**src/rtl/matvec_seq_ctrl.sv**
```systemverilog
// matvec_seq_ctrl: load/settle/drain sequencer for a 4x4 fp16 mat-vec datapath.
// Optional matrix reuse compiled in with `define MATVEC_MAT_REUSE_EN.
module matvec_seq_ctrl #(
  parameter int DATA_W        = 16,
  parameter int SETTLE_CYCLES = 2
) (
  input  logic                 clk,
  input  logic                 rst,
  input  logic                 in_valid,
  output logic                 in_ready,
  input  logic [DATA_W-1:0]    in_data,
  input  logic                 reuse_mat,
  output logic [16*DATA_W-1:0] mat_flat,
  output logic [4*DATA_W-1:0]  vec_flat,
  input  logic [4*DATA_W-1:0]  prod_flat,
  output logic                 out_valid,
  input  logic                 out_ready,
  output logic [DATA_W-1:0]    out_data,
  output logic                 out_last,
  output logic                 busy
);

  typedef enum logic [1:0] {
    LOAD,
    WAIT,
    DRAIN
  } state_t;

  localparam logic [3:0] WLAST = 4'(SETTLE_CYCLES - 1);

  state_t            state;
  logic [4:0]        cnt;
  logic [3:0]        wcnt;
  logic [1:0]        idx;
  logic [DATA_W-1:0] mat_q [16];
  logic [DATA_W-1:0] vec_q [4];
  logic [DATA_W-1:0] res_q [4];
  logic [DATA_W-1:0] prod  [4];
  logic              accept;
  logic              reuse_hit;

  assign accept = in_valid & in_ready;

  for (genvar g = 0; g < 16; g++) begin : g_mat
    assign mat_flat[g*DATA_W +: DATA_W] = mat_q[g];
  end

  for (genvar g = 0; g < 4; g++) begin : g_vec
    assign vec_flat[g*DATA_W +: DATA_W] = vec_q[g];
    assign prod[g] = prod_flat[g*DATA_W +: DATA_W];
  end

`ifdef MATVEC_MAT_REUSE_EN
  logic mat_loaded;

  // A job may skip the matrix only once a full matrix is held.
  assign reuse_hit = (cnt == 5'd0) & reuse_mat & mat_loaded;

  always_ff @(posedge clk) begin
    if (rst) begin
      mat_loaded <= 1'b0;
    end else if (accept && !reuse_hit && cnt == 5'd15) begin
      mat_loaded <= 1'b1;
    end
  end
`else
  logic unused_reuse;

  assign unused_reuse = reuse_mat;
  assign reuse_hit    = 1'b0;
`endif

  always_ff @(posedge clk) begin
    if (rst) begin
      state     <= LOAD;
      cnt       <= 5'd0;
      wcnt      <= 4'd0;
      idx       <= 2'd0;
      in_ready  <= 1'b1;
      out_valid <= 1'b0;
      out_last  <= 1'b0;
      out_data  <= '0;
      busy      <= 1'b0;
      for (int i = 0; i < 16; i++) mat_q[i] <= '0;
      for (int i = 0; i < 4; i++) begin
        vec_q[i] <= '0;
        res_q[i] <= '0;
      end
    end else begin
      unique case (state)
        LOAD: begin
          if (accept) begin
            busy <= 1'b1;
            if (reuse_hit) begin
              vec_q[0] <= in_data;
              cnt      <= 5'd17;
            end else begin
              if (cnt < 5'd16) mat_q[cnt[3:0]] <= in_data;
              else             vec_q[cnt[1:0]] <= in_data;
              if (cnt == 5'd19) begin
                state    <= WAIT;
                cnt      <= 5'd0;
                wcnt     <= 4'd0;
                in_ready <= 1'b0;
              end else begin
                cnt <= cnt + 5'd1;
              end
            end
          end
        end
        WAIT: begin
          if (wcnt == WLAST) begin
            for (int i = 0; i < 4; i++) res_q[i] <= prod[i];
            state     <= DRAIN;
            idx       <= 2'd0;
            out_valid <= 1'b1;
            out_data  <= prod[0];
            out_last  <= 1'b0;
          end else begin
            wcnt <= wcnt + 4'd1;
          end
        end
        DRAIN: begin
          if (out_ready) begin
            if (idx == 2'd3) begin
              state     <= LOAD;
              idx       <= 2'd0;
              out_valid <= 1'b0;
              out_last  <= 1'b0;
              in_ready  <= 1'b1;
              busy      <= 1'b0;
            end else begin
              idx      <= idx + 2'd1;
              out_data <= res_q[idx + 2'd1];
              out_last <= (idx == 2'd2);
            end
          end
        end
        default: state <= LOAD;
      endcase
    end
  end

endmodule

```
**config.mk**
```make
export PLATFORM = sky130hd
export DESIGN_NAME = matvec_seq_ctrl
export DESIGN_NICKNAME = d
export VERILOG_FILES = /design/src/rtl/matvec_seq_ctrl.sv
export SDC_FILE = /design/constraint.sdc
export NUM_CORES = 1
export LEC_CHECK = 0
export ABC_CLOCK_PERIOD_IN_PS = 3500
export CAP_MARGIN = 20
export CORE_UTILIZATION = 49
export CTS_CLUSTER_SIZE = 10
export DETAILED_ROUTE_END_ITERATION = 10
export PLACE_DENSITY_LB_ADDON = 0.25
export SLEW_MARGIN = 5
export SYNTH_ARGS = -nofsm -noshare
export SYNTH_HDL_FRONTEND = slang
export SYNTH_SLANG_ARGS = --single-unit
```
**constraint.sdc**
```tcl
create_clock -name clk -period 3.5 [get_ports clk]
set_clock_uncertainty 0.2 [all_clocks]
set_input_delay 0.7 -clock clk [delete_from_list [all_inputs] [get_ports clk]]
set_output_delay 0.7 -clock clk [all_outputs]
set_load 0.01 [all_outputs]
```
==> impl_metrics.toml <==
[sta]
rsz0062_at_grt = "false"
fmax_ghz = 0.356
slew_viol_final = 0
fin_crit_ns = 2.81
slew_headroom = 0.311
setup_tns_ns = 0
fin_ws_ns = 0.692
worstMarginPinSlew_ns = 1.03
hold_viol = 0
setup_viol = 0
post-route-period-util = 0.802

[critical_path]
critPathTopFamily = "simple AND/OR/NAND/NOR gates"
critPathCaptureType = "flip-flop"
critPathKind = "in -> reg"
crit_buf_inv = 2
start_kind = "primary input"
worstSetupStartpoint = "in_valid"
reg2reg_from = "state[0]"
critical_path.slowest_cell = "nor3b_4"
ff2ff_path_depth = 5
cp-endpoint = "mat_q[12][11]"
cpPeakStageDelay_ns = 0.55
r2r_slack_ns = 0.83
required_ns = 3.55
arrival_ns = 2.86
cp_max_fo = 16
crit_chain = "clkdlybuf4s50_1 > and4bb_1 > nor3b_4 > and3_1 > or2_1 > buf_12"
r2r-end = "mat_q[12][11]"
crit_cells = 6

[global_routing]
grt_pass1_wl_um = 64200
overflow = 0
first_global_vias = 10340
antenna_found_initial = 1
grt_util_all_layers = 0.248
grt_max_degree = 66

[clocking]
cts.repair.resized = 0
clockRootBuffer = "clkbuf_16"
numCtsBuffers = 47
insertion_delay_ns = 0.54
cts_tree = "done"
clockBufferDepth = 3
clk_pin_slew_ns = 0.05
cts_setup_buffers = 0
htree_num_levels = 2
cts_hold_repair.buffers = 0
cts_sinks = 417

[yosys]
yosysWarnings = 0
synth_ff_type = "edfxtp_1"
postSynthAreaPerCell_um2 = 14.7
yosysTopAreaCell = "edfxtp_1"
synth_fp_nets = 1232
seq_area_frac_synth = 0.727
synth_area_mm2 = 0.0168
yosys.area.top_type_share = 0.688
synthArstFlopShare = 0
netlist_instances = 1139
synth-seq-cells = 417
synth.area.top_cells = "edfxtp_1, and2_1, dfxtp_1"
synth_edf_count = 384
yosysUniqueCellTypes = 45

[run_status]
status = "completed"

[route]
drc = 0
vias = 10411
firstDrtPassIters = 5
drtIter0Drc = 656
postRouteAntennaNets = 0
viasPerCell = 5.06
wl_per_cell_um = 21.0
wl_um = 43200

[finish]
fill_cells = 2324
layout-drive-gt1-share = 0.0757
syn_to_final_growth_pct = 36.2
final_net_count = 1665
final_cells = 2059
insertedDiodeCount = 0
design_area_mm2 = 0.0228
postLayoutCoreUtil = 0.680

[placed_design]
gp_congestion = 0.794
portBuffers = 423
placed_cell_area_mm2 = 0.0215
place_hpwl_um = 29000
dp.cells = 1970
detailedPlace.worstSlack_ns = 0.154

[floorplanning]
start_util = 0.499
die_y_um = 187
coreArea_mm2 = 0.0336
die_width_um = 187
ios = 425
die_area_mm2 = 0.0350
rows = 67

[worst_hold_path]
hold_path_class = "reg -> reg"

[power_and_ir_drop]
power_density_mw_per_mm2 = 475
max-vdd-ir-drop_v = 0.000426
leakagePower_nw = 8.74

[run]
maxCapViolations = 0
[per-stage QoR]
stage | hold slack [ns] | power, mW
final | 0.276 | 10.9
after global placement | 0.238 | 6.55
after floorplan | 0.261 | 6.00
after CTS | 0.271 | 10.9
after detailed placement | 0.247 | 6.56
after global routing | 0.283 | 11.2
[Yosys cell counts (4+ instances only)]
library cell	instances
and2_1	385
nor3_1	17
nand2_1	4
nor2b_1	4
nor2_1	61
and3_1	17
o21ai_0	5
buf_2	27
buf_4	11
inv_1	5
a31oi_1	4
ha_1	8
or3_1	4
mux2i_1	32
clkbuf_1	43
buf_6	18
edfxtp_1	384
or2_1	19
dfxtp_1	33
a21oi_1	6
a2111oi_0	16
[worst reg2reg max path: cells and delay by family, from the launching register on]
kind	cells	cell delay (ns)
buffers and inverters	1	0.18
DFF	1	0.41
and+or+nand+nor	4	1.60
[flip-flops by register name, summed over array words and instances, names as in the netlist]
| name | cells |
|---|---|
| idx | 2 |
| vec_q | 64 |
| wcnt | 4 |
| mat_q | 256 |
| busy | 1 |
| out_valid | 1 |
| res_q | 64 |
| out_last | 1 |
| cnt | 5 |
| out_data | 16 |
| state | 2 |
| in_ready | 1 |
[cell type report]
| type | count | area [um2] | area share |
|---|---|---|---|
| multi-input combinational | 618 | 3990 | 0.175 |
| clock buffer | 86 | 1340 | 0.0588 |
| sequential | 417 | 12200 | 0.534 |
| tap | 448 | 561 | 0.0245 |
| timing repair buffer | 483 | 4720 | 0.206 |
| clock inverter | 2 | 25.0 | 0.00110 |
| inverter | 5 | 18.8 | 0.000822 |
[layer usage]
layer  global-route usage  up-vias  part of all wire  routed length [um]
li1                     -     4814                 -                   -
met1                0.308     5033              0.39               17000
met2                0.416      464              0.49               21300
met3               0.0546       98             0.072                3090
met4                0.111        2             0.043                1840
met5                    0        -           0.00030                  13
[worst min-delay path by stage]
stage               from        end  slack [ns]  cells after the start
2_1_floorplan    wcnt[1]    wcnt[1]        0.26                      2
3_3_place_gp   out_valid  out_valid        0.24                      1
3_5_place_dp   out_valid  out_valid        0.25                      1
4_1_cts        out_valid  out_valid        0.27                      1
5_1_grt        out_valid  out_valid        0.28                      1
6_report       out_valid  out_valid        0.28                      1
[layout by cell type, fill, tap and decap left out, types with 2 or more instances in the layout]
master	n
xor2_1	2
or2_1	19
buf_4	57
and3_1	17
o21ai_0	5
buf_12	3
mux2i_1	32
clkbuf_16	48
nor2_1	60
a211oi_1	2
nand4_1	2
nand3_1	3
or3_1	4
nand2b_1	2
nand3b_1	2
clkbuf_1	38
and2_1	385
inv_1	5
and3_4	3
a21o_1	2
nand2_1	4
and3b_1	2
a31oi_1	4
nor2b_1	4
edfxtp_1	384
a2111oi_0	16
dfxtp_1	33
a21oi_1	6
ha_1	7
nor3_1	17
clkdlybuf4s50_1	422
[where the power goes]
part / internal, mW / switching (mW) / total (mW)
registers: 5.61 / 0.0603 / 5.67
logic: 0.387 / 0.398 / 0.785
clock network: 2.57 / 1.83 / 4.40
total: 8.57 / 2.29 / 10.9
[kinds of logic after synthesis]
logic type      share of synthesized area
fa+ha+maj                         0.00597
flops                               0.727
simple gates                        0.191
buf+inv                            0.0358
mux                                0.0191
xor+xnor                          0.00157
compound gates                     0.0190
No activity file was read; power rests on OpenSTA's default activity.
